$ cat config.mk
export PLATFORM = sky130hd
export DESIGN_NAME = aes_input_loader_flat
export DESIGN_NICKNAME = d
export VERILOG_FILES = /design/src/rtl/aes_input_loader_if.sv /design/src/rtl/aes_input_loader.sv /design/src/flat_wrapper.sv
export SDC_FILE = /design/constraint.sdc
export NUM_CORES = 1
export LEC_CHECK = 0
export BUFFER_PORTS_ARGS = -buffer_cell sky130_fd_sc_hd__buf_2
export CORE_MARGIN = 1
export CORE_UTILIZATION = 27
export CTS_CLUSTER_DIAMETER = 80
export CTS_CLUSTER_SIZE = 12
export DETAILED_ROUTE_END_ITERATION = 12
export PLACE_DENSITY = 0.46
export SLEW_MARGIN = 10
export SYNTH_ARGS = -nofsm -noshare
export SYNTH_HDL_FRONTEND = slang
export SYNTH_SLANG_ARGS = --single-unit
$ cat constraint.sdc
create_clock -name clk -period 5.6 [get_ports clk]
set_input_delay 0 -clock clk [delete_from_list [all_inputs] [get_ports clk]]
set_output_delay 0 -clock clk [all_outputs]
set_load 0.02 [all_outputs]
$ cat src/rtl/aes_input_loader_if.sv
`default_nettype none
// ============================================================================
// aes_input_loader_if : word input stream and assembled key/state block output
// Rev 1.0
// ============================================================================
interface aes_input_loader_if #(
  parameter int NK = 4
) ();
  logic              in_valid;
  logic              in_ready;
  logic [31:0]       in_data;
  logic              out_valid;
  logic              out_ready;
  logic [NK*32-1:0]  key_out;
  logic [127:0]      state_out;

  modport master (
    output in_valid, in_data, out_ready,
    input  in_ready, out_valid, key_out, state_out
  );

  modport slave (
    input  in_valid, in_data, out_ready,
    output in_ready, out_valid, key_out, state_out
  );
endinterface
`default_nettype wire

$ cat src/rtl/aes_input_loader.sv
`default_nettype none
// ============================================================================
// aes_input_loader : assembles an NK-word key and a 4-word state for AES.
// Optional macro KEY_REUSE_EN adds key_keep to skip reloading the key.
// Rev 1.0
// ============================================================================
module aes_input_loader #(
  parameter int NK = 4
) (
  input  wire                clk,
  input  wire                rst_n,
`ifdef KEY_REUSE_EN
  input  wire                key_keep,
`endif
  aes_input_loader_if.slave  bus,
  output logic [15:0]        blk_cnt
);

  typedef enum logic [1:0] {
    IDLE       = 2'd0,
    LOAD_KEY   = 2'd1,
    LOAD_STATE = 2'd2,
    HOLD       = 2'd3
  } state_t;

  state_t           fsm_q, fsm_d;
  logic [2:0]       word_cnt_q, word_cnt_d;
  logic [NK*32-1:0] key_q, key_d;
  logic [127:0]     pt_q, pt_d;
  logic [15:0]      blk_cnt_q, blk_cnt_d;
  logic             in_ready;
  logic             accept;
`ifdef KEY_REUSE_EN
  logic             key_loaded_q, key_loaded_d;
`endif

  // Handshake outputs decode straight from the state register
  assign in_ready      = (fsm_q == LOAD_KEY) || (fsm_q == LOAD_STATE);
  assign accept        = bus.in_valid && in_ready;
  assign bus.in_ready  = in_ready;
  assign bus.out_valid = (fsm_q == HOLD);
  assign bus.key_out   = key_q;
  assign bus.state_out = pt_q;
  assign blk_cnt       = blk_cnt_q;

  always_ff @(posedge clk or negedge rst_n) begin
    if (!rst_n) begin
      fsm_q        <= IDLE;
      word_cnt_q   <= 3'd0;
      key_q        <= '0;
      pt_q         <= '0;
      blk_cnt_q    <= 16'd0;
`ifdef KEY_REUSE_EN
      key_loaded_q <= 1'b0;
`endif
    end else begin
      fsm_q        <= fsm_d;
      word_cnt_q   <= word_cnt_d;
      key_q        <= key_d;
      pt_q         <= pt_d;
      blk_cnt_q    <= blk_cnt_d;
`ifdef KEY_REUSE_EN
      key_loaded_q <= key_loaded_d;
`endif
    end
  end

  always_comb begin
    fsm_d        = fsm_q;
    word_cnt_d   = word_cnt_q;
    key_d        = key_q;
    pt_d         = pt_q;
    blk_cnt_d    = blk_cnt_q;
`ifdef KEY_REUSE_EN
    key_loaded_d = key_loaded_q;
`endif
    case (fsm_q)
      IDLE: begin
        fsm_d      = LOAD_KEY;
        word_cnt_d = 3'd0;
      end
      LOAD_KEY: begin
        if (accept) begin
          // Word 0 is the most-significant word of the key
          for (int k = 0; k < NK; k++) begin
            if (word_cnt_q == 3'(k)) begin
              key_d[(NK-k)*32-1 -: 32] = bus.in_data;
            end
          end
          if (word_cnt_q == 3'(NK-1)) begin
            fsm_d        = LOAD_STATE;
            word_cnt_d   = 3'd0;
`ifdef KEY_REUSE_EN
            key_loaded_d = 1'b1;
`endif
          end else begin
            word_cnt_d = word_cnt_q + 3'd1;
          end
        end
      end
      LOAD_STATE: begin
        if (accept) begin
          for (int s = 0; s < 4; s++) begin
            if (word_cnt_q == 3'(s)) begin
              pt_d[(4-s)*32-1 -: 32] = bus.in_data;
            end
          end
          if (word_cnt_q == 3'd3) begin
            fsm_d      = HOLD;
            word_cnt_d = 3'd0;
          end else begin
            word_cnt_d = word_cnt_q + 3'd1;
          end
        end
      end
      HOLD: begin
        if (bus.out_ready) begin
          blk_cnt_d  = blk_cnt_q + 16'd1;
          word_cnt_d = 3'd0;
          fsm_d      = LOAD_KEY;
`ifdef KEY_REUSE_EN
          if (key_keep && key_loaded_q) begin
            fsm_d = LOAD_STATE;
          end
`endif
        end
      end
      default: begin
        fsm_d      = IDLE;
        word_cnt_d = 3'd0;
      end
    endcase
  end

endmodule
`default_nettype wire

$ cat src/flat_wrapper.sv
// flat-port wrapper written by rule: the top's interface ports become plain ports
module aes_input_loader_flat 
#(
  parameter int NK = 4
)
  (clk, rst_n, blk_cnt, bus_in_valid, bus_in_data, bus_out_ready, bus_in_ready, bus_out_valid, bus_key_out, bus_state_out);
  aes_input_loader_if #(.NK(NK)) bus_i ();
  input  wire clk;
  input  wire rst_n;
  output logic [15:0] blk_cnt;
  input wire logic [$bits(bus_i.in_valid)-1:0] bus_in_valid;
  input wire logic [$bits(bus_i.in_data)-1:0] bus_in_data;
  input wire logic [$bits(bus_i.out_ready)-1:0] bus_out_ready;
  output wire logic [$bits(bus_i.in_ready)-1:0] bus_in_ready;
  output wire logic [$bits(bus_i.out_valid)-1:0] bus_out_valid;
  output wire logic [$bits(bus_i.key_out)-1:0] bus_key_out;
  output wire logic [$bits(bus_i.state_out)-1:0] bus_state_out;
  assign bus_i.in_valid = bus_in_valid;
  assign bus_i.in_data = bus_in_data;
  assign bus_i.out_ready = bus_out_ready;
  assign bus_in_ready = bus_i.in_ready;
  assign bus_out_valid = bus_i.out_valid;
  assign bus_key_out = bus_i.key_out;
  assign bus_state_out = bus_i.state_out;
  aes_input_loader #(.NK(NK)) u_core (.clk(clk), .rst_n(rst_n), .bus(bus_i), .blk_cnt(blk_cnt));
endmodule
Yosys cells after proc, flatten, opt, wreduce, memory -nomap -nowiden
Cells that the tools add are included.
{"block": "word_totals", "regBits": 277, "latchBits": 0, "ram_bits": 0, "mem_bits_ro": 0, "in_bits": 36, "out_inout_bits": 274, "word_cells": 51, "n_memories": 0}
{"block": "op_classes", "n_addsub": 2, "mul": 0, "div": 0, "n_lt_le_gt_ge": 0, "eq_ne": 12, "n_shift": 0, "n_mux": 10, "n_bitwise": 0, "reduce_logical": 16}
{"op": "$reduce_and 3->1", "count": 8}
{"op": "$add 16x1->16 const B", "count": 1}
{"op": "$mux 2", "count": 5}
{"op": "$mux 3", "count": 3}
{"op": "$pmux 3 s3", "count": 1}
{"op": "$pmux 2 s4", "count": 1}
{"op": "$eq 3x2->1 const B", "count": 2}
{"op": "$ne 2x1->1 const B", "count": 3}
{"op": "$ne 2x2->1 const B", "count": 3}
{"op": "$reduce_and 5->1", "count": 1}
{"op": "$eq 2x2->1 const B", "count": 2}
{"op": "$reduce_and 2->1", "count": 2}
{"op": "$add 3x1->3 const B", "count": 1}
{"op": "$eq 3x1->1 const B", "count": 1}
{"op": "$logic_not 3->1", "count": 1}
{"op": "$eq 2x1->1 const B", "count": 1}
{"op": "$logic_not 2->1", "count": 1}
{"op": "$reduce_or 2->1", "count": 1}
{"op": "$logic_and 1x1->1", "count": 1}
{"op": "$logic_or 1x1->1", "count": 1}

Logic depth before layout (Yosys ltp)
Gate-level depths: netlist (run 1).
{"block": "logic_depth", "ltp_word": 5, "depth_mapped": 7, "depth_no_buf": 6}

Worst setup path before layout (run 1)
OpenSTA, ideal clock, no wires.
{"block": "synth_path", "path_kind": "reg-to-reg", "start": "register u_core.fsm_q[0]", "end": "register u_core.key_q[43] (netlist: u_core.bus.key_out[43])", "arrival_ns": 1.762, "t_required_ns": 5.475, "slack_ns": 3.713, "stages_incl_launch_ff": 8, "path_buffers": 2, "synth_period_minus_slack_ns": 1.887, "path_cell_list": "dfrtp_1 -> inv_1 -> ha_1 -> nor2_2 -> and4_1 -> buf_6 -> buf_6 -> mux2_2"}
{"block": "synth_via", "elab_chain_len": 4, "word_cells_on_any_way": 5}
{"item": "start: declaration", "line": "aes_input_loader.sv:26", "source": "state_t fsm_q, fsm_d;"}
{"item": "start signal: assignment", "line": "aes_input_loader.sv:57", "source": "fsm_q <= fsm_d;"}
{"item": "$eq 2x1->1 or $eq 2x2->1 (tied branches)", "line": "aes_input_loader.sv:38, aes_input_loader.sv:77"}
{"item": "$logic_or 1x1->1", "line": "aes_input_loader.sv:38", "source": "assign in_ready = (fsm_q == LOAD_KEY) || (fsm_q == LOAD_STATE);"}
{"item": "$logic_and 1x1->1", "line": "aes_input_loader.sv:39", "source": "assign accept = bus.in_valid && in_ready;"}
{"item": "$reduce_and 3->1 (no source line) (*)"}
{"item": "end signal: assignment", "line": "aes_input_loader.sv:59", "source": "key_q <= key_d;"}
{"item": "end: declaration", "line": "aes_input_loader.sv:28", "source": "logic [NK*32-1:0] key_q, key_d;"}
Mark *: on every way between the ends. The rest lies on a longest branch, timed or not.
A chain may end at the register's enable or synchronous reset.

Worst setup path after layout (run 1)
{"block": "layout_path", "start": "register u_core.fsm_q[0]", "end": "register u_core.pt_q[82] (netlist: u_core.bus.state_out[82])"}
{"block": "layout_via", "elab_chain_len": 4, "word_cells_on_any_way": 5}
{"item": "$eq 2x1->1 or $eq 2x2->1 (tied branches)", "line": "aes_input_loader.sv:38, aes_input_loader.sv:77"}
{"item": "$logic_or 1x1->1", "line": "aes_input_loader.sv:38"}
{"item": "$logic_and 1x1->1", "line": "aes_input_loader.sv:39"}
{"item": "$reduce_and 3->1 (no source line) (*)"}
{"item": "end signal: assignment", "line": "aes_input_loader.sv:60", "source": "pt_q <= pt_d;"}
{"item": "end: declaration", "line": "aes_input_loader.sv:29", "source": "logic [127:0] pt_q, pt_d;"}
Marks and branches as above.

==> out/results.ini, run 1 <==
[outcome]
outcome=finished with violations
violations=hold timing

[sta]
fmax_mhz=375
slew_viol_final=0
finalCritPeriodShare_pct=47.6
hold_viol=2
tightest_slew_ns=1.05
min_period_ns=2.67
setup-tns-final_ns=0
max-slew-margin-rel_pct=29.8
holdWs_ns=-0.00569
rsz0062_at_grt=no
setup_viol=0
finalClockSkew_ns=0.0260

[floorplan]
die_y_um=203
fp-row-count=73
initial_utilization_pct=27.4
dieArea_um2=41200
core_region_area_um2=39800
die_x_um=203
num_io_pins=310

[global_route]
overflow=0
gr-usage-all-layers_pct=14.3
grt_max_degree=133
grt_pass1_vias=6754
antenna_found_initial=0
grt_pass1_wl_um=44500

[job]
maxCapViolCount=0

[yosys]
avgSynthCellArea_um2=17.0
synth_top_cell_area_share_pct=63.6
syn-cell-area_um2=10900
yosysWarnings=0
netlist_top_cells_area=dfrtp_1, mux2_2, mux2_4
yosysUniqueCellTypes=32
synth_largest_area_cell=dfrtp_1
yosys_register_bits=277
yosysSeqAreaShare_pct=63.6
synthCells=642
synth_fp_nets=688

[clock_network]
h-tree-depth=1
cts_buffers=27
clock-root-buffer=clkbuf_16
post_cts_buffers=0
cts_resized=0
hold_buffers=35
cts_tree=yes
insertion_delay_ns=0.56
path_clk_slew_ns=0.06
cts_buffer_depth=3
cts_sinks=277

[layout]
nNetsFinal=1042
drive_above_1_share_pct=61.7
antenna_cells=0
area_growth_pct=28.4
final_util_pct=35.2
fill_cells=3930

[detailed_routing]
avgViaCountPerCell=4.32
drc=0
num_vias=6579
routed_wl_um=29700
drt_iter0_drc=195
drt_pre_antenna_iters=6
ant_nets=0
wl_per_cell_um=19.5

[worst_setup_path]
r2r_start=u_core.fsm_q[0]
ff2ff_path_depth=6
crit_buf_inv=2
timing.rr.end=u_core.bus.state_out[82]
cp.depth=6
crit_fanout=22
cp_cell_sequence=inv_1 > ha_1 > nor2_2 > nand4_1 > buf_4 > mux2_2
critPathArrivalTime_ns=3.10
path_delay_family=simple AND/OR/NAND/NOR gates
worst-setup-path-type=reg2reg
end_kind=flip-flop
rrSetupSlack_ns=2.93
worstSetupStartpointType=flip-flop
required_ns=6.03
critPathSlowestCell=nand4_1
max_stage_delay_ns=0.60

[power_and_ir_drop]
powerDensity_nw_per_um2=546
cellLeakagePower_nw=7.55
p_total_mw=7.64
vdd_drop_max_mv=0.260

[placement]
place_congestion=0.709
portBuffers=309
dp_hpwl_um=19600

[hold_path]
worstHoldPathType=in2async

cells in the mapped netlist, drive strengths merged:
cell type / n
xor2: 6
nand4: 6
a22o: 2
dfrtp: 277
or2: 1
or4: 1
nand3: 7
o21bai: 1
mux2i: 2
nor3: 1
buf: 25
inv: 6
nor4: 1
xnor2: 9
nor2: 12
nor2b: 2
and4: 2
a21oi: 2
nand2b: 1
o221a: 1
ha: 10
nand2: 8
and3: 1
mux2: 257
o21a: 1
placed cells by master, fill, tap and decap left out:
master / count
a21oi_1: 2
a22o_1: 2
and3_1: 1
and4_2: 2
buf_12: 1
buf_2: 308
buf_4: 5
buf_8: 1
clkbuf_1: 1
clkbuf_16: 27
dfrtp_1: 277
dlygate4sd3_1: 35
ha_1: 10
inv_1: 6
inv_6: 1
inv_8: 1
mux2_2: 206
mux2_4: 51
mux2i_1: 2
nand2_1: 8
nand2b_4: 1
nand3_1: 3
nand3_4: 4
nand4_1: 5
nand4_2: 1
nor2_1: 10
nor2_2: 1
nor2_8: 1
nor2b_1: 2
nor3_2: 1
nor4_1: 1
o21a_1: 1
o21bai_1: 1
o221a_2: 1
or2_2: 1
or4_4: 1
xnor2_1: 9
xor2_1: 6
worst max-delay path by stage:
stage | end | slack (ns) | startpoint
after floorplan | u_core.bus.key_out[43] | 3.71 | u_core.fsm_q[0]
after detailed placement | u_core.bus.state_out[77] | 2.91 | u_core.fsm_q[0]
after global routing | u_core.bus.state_out[84] | 2.72 | u_core.fsm_q[0]
after CTS | u_core.bus.state_out[77] | 2.91 | u_core.fsm_q[0]
after global placement | u_core.bus.key_out[51] | 3.00 | u_core.fsm_q[0]
final | u_core.bus.state_out[82] | 2.93 | u_core.fsm_q[0]
stage by stage:
step	setup WS, ns	cells	cell area [µm²]	hold WS, ns
floorplan	3.71	642	10900	-0.296
global placement	3.00	1457	12900	0.0351
global route	2.72	1522	14000	0.0165
CTS	2.91	1522	14000	0.0234
detailed placement	2.91	1457	12900	0.0315
finish	2.93	1522	14000	-0.00569
per-layer routing:
metal | vias to the layer above | wire length, µm | track usage (%)
met2 | 160 | 14500 | 23.5
met1 | 3407 | 13200 | 19.0
met4 | 0 | 714 | 4.65
met5 | - | 0 | 0
met3 | 48 | 1320 | 2.41
li1 | 2964 | - | -
final cells by class:
cell class	count	area (µm²)	share of cell area (%)
Timing Repair Buffer	350	1960	14.0
Clock inverter	2	20.0	0.143
Inverter	6	22.5	0.161
Tap cell	525	657	4.69
Sequential cell	277	6930	49.5
Clock buffer	28	679	4.85
Multi-Input combinational cell	334	3720	26.6
state kept, by name (all words and copies together), names as in the netlist:
signal	cells
u_core.blk_cnt	16
u_core.fsm_q	2
u_core.word_cnt_q	3
u_core.bus.state_out	128
u_core.bus.key_out	128
cells by family after synthesis:
family          synth area share [%]
flops                           63.6
mux                             28.5
simple gates                    2.82
buf+inv                         2.27
xor+xnor                        1.20
fa+ha+maj                       1.15
compound gates                 0.494
where the power goes:
part           switching (mW)  total, mW  internal, mW  leakage (nW)
sequential              0.355       3.06          2.70          3.64
clock                   0.747       1.60         0.853         0.344
combinational            1.73       2.98          1.25          3.56
Note: power is estimated with default switching activity, not from simulation.
==> run 2, diff against run 1 <==
==> constraint.sdc (replaced) <==
create_clock -name clk -period 2.5 [get_ports clk]
set_input_delay 0 -clock clk [delete_from_list [all_inputs] [get_ports clk]]
set_output_delay 0 -clock clk [all_outputs]
set_load 0.02 [all_outputs]
==> run 2 against run 1 <==
  * Critical path type unchanged
  * Flip-flop and latch count stayed put
  * Clock skew is 0.0018 ns lower
  * The run still ends with hold timing left
  * Sequential power up 120%
  * Largest cell class unchanged
  * Hold slack better by 0.0031 ns
  * Clock power is 140% higher
  * Wire length rose by 3.4%
  * Power up 130%
  * Highest routed layer is now met5
==> out/results.ini, run 2 (synthesis results as in run 1) <==
[worst_setup_path]
crit_fanout=26  ; +18%
rrSetupSlack_ns=0.40  ; -2.53 ns
end_kind=flip-flop
worstSetupStartpointType=flip-flop
timing.rr.end=u_core.bus.key_out[61]
ff2ff_path_depth=6  ; unchanged
r2r_start=u_core.fsm_q[0]
worst-setup-path-type=reg2reg
required_ns=2.93  ; -3.10 ns
critPathArrivalTime_ns=2.53  ; -0.57 ns

[detailed_routing]
drt_iter0_drc=203  ; +4.1%
drt_pre_antenna_iters=6  ; unchanged
routed_wl_um=30700  ; +3.4%
avgViaCountPerCell=4.32  ; about the same
drc=0  ; unchanged
ant_nets=0  ; unchanged
wl_per_cell_um=19.9  ; +1.8%
num_vias=6678  ; +1.5%

[power_and_ir_drop]
p_total_mw=17.4  ; +130%
vdd_drop_max_mv=0.553  ; +110%
cellLeakagePower_nw=7.71  ; +2.1%
powerDensity_nw_per_um2=1220  ; +120%

[placement]
place_congestion=0.734  ; +3.6%
dp_hpwl_um=21300  ; +9.0%
portBuffers=309  ; unchanged

[hold_path]
worstHoldPathType=in2async

[global_route]
grt_pass1_vias=7079  ; +4.8%
overflow=0  ; unchanged
gr-usage-all-layers_pct=14.9  ; +0.62 points
antenna_found_initial=1  ; +1
grt_max_degree=77  ; -42%
grt_pass1_wl_um=46400  ; +4.2%

[layout]
area_growth_pct=31.4
final_util_pct=36.0  ; +0.81 points
drive_above_1_share_pct=62.5  ; +0.86 points
antenna_cells=0  ; unchanged
layout_common_cells=buf_2, dfrtp_1, mux2_2
nNetsFinal=1061  ; +1.8%
final_common_cell=buf_2

[outcome]
violations=hold timing
outcome=finished with violations

[clock_network]
cts_sinks=277  ; unchanged
h-tree-depth=1  ; unchanged
insertion_delay_ns=0.56  ; about the same
path_clk_slew_ns=0.06  ; about the same
clock-root-buffer=clkbuf_16
cts_resized=0  ; unchanged
cts_buffer_depth=3  ; unchanged
cts_buffers=28  ; +3.7%
cts_tree=yes

[sta]
rsz0062_at_grt=no
setup_viol=0  ; unchanged
hold_viol=2  ; unchanged
holdWs_ns=-0.00256  ; +0.00313 ns
max-slew-margin-rel_pct=56.5  ; +27 points
setup-tns-final_ns=0  ; unchanged
tightest_slew_ns=0.652  ; -0.400 ns
fmax_mhz=476  ; +27%
finalClockSkew_ns=0.0242  ; -0.00183 ns
min_period_ns=2.10  ; -0.567 ns
finalCritPeriodShare_pct=84.0  ; +36 points
slew_viol_final=0  ; unchanged

[floorplan]
num_io_pins=310  ; unchanged
fp-row-count=73  ; unchanged
core_region_area_um2=39800  ; unchanged
initial_utilization_pct=27.4  ; unchanged
die_x_um=203  ; unchanged
die_y_um=203  ; unchanged
dieArea_um2=41200  ; unchanged

[job]
maxCapViolCount=0  ; unchanged

[run 2: changes by cell type in the layout (fill, tap and decap cells not counted), sizes merged]
cell and delta:
buf +18, clkbuf +2, clkinv +2, clkinvlp +2
inv -1
[run 2: worst max-delay path by stage]
stage	startpoint	to
final	u_core.fsm_q[0]	u_core.bus.key_out[61]
after global routing	u_core.fsm_q[0]	u_core.bus.key_out[57]
after CTS	u_core.fsm_q[0]	u_core.bus.state_out[125]
after detailed placement	u_core.fsm_q[0]	u_core.bus.state_out[125]
after floorplan	u_core.fsm_q[0]	u_core.bus.key_out[43]
after global placement	u_core.fsm_q[0]	u_core.bus.key_out[34]
[run 2: critical path, cell delays in order (launching register included)]
cell and delay, ns:
dfrtp_1 0.40, inv_1 0.09, ha_1 0.39, nor2_2 0.20
and4_2 0.29, buf_12 0.22, mux2_2 0.36
[run 2: layout make-up]
type,count,area (µm²)
timing repair buffer,368,2220
sequential,277,6930
fill,3932,25500
multi-input combinational,334,3720
clock buffer,30,718
inverter,6,22.5
tap,525,657
clock inverter,5,45.0
[run 2: per-stage QoR]
step	hold slack (ns)	instances	setup WS, ns	cell area (µm²)
3_5_place_dp	0.0355	1475	0.402	13200
2_1_floorplan	-0.296	642	0.613	10900
5_1_grt	0.0348	1545	0.255	14300
6_report	-0.00256	1545	0.399	14300
3_3_place_gp	0.0406	1475	0.442	13200
4_1_cts	0.00836	1545	0.385	14300
[run 2: what timing repair did]
item / 4_1_cts / 5_1_grt
hold endpoints to repair: 512 / 0
hold buffers: 35 / 0
buffers inserted: 0 / 0
endpoints found under the setup margin: 0 / 0
[run 2: power by group]
| part | internal (mW) | total [mW] | switching, mW |
|---|---|---|---|
| clock | 2.03 | 3.77 | 1.74 |
| sequential | 6.06 | 6.87 | 0.812 |
| combinational | 2.85 | 6.80 | 3.94 |
| total | 10.9 | 17.4 | 6.50 |
[run 2: layer usage]
layer	global-route usage, %	routed length (µm)
met1	19.3	13500
met2	25.0	15000
met3	3.02	1480
met4	4.35	651
met5	0	8
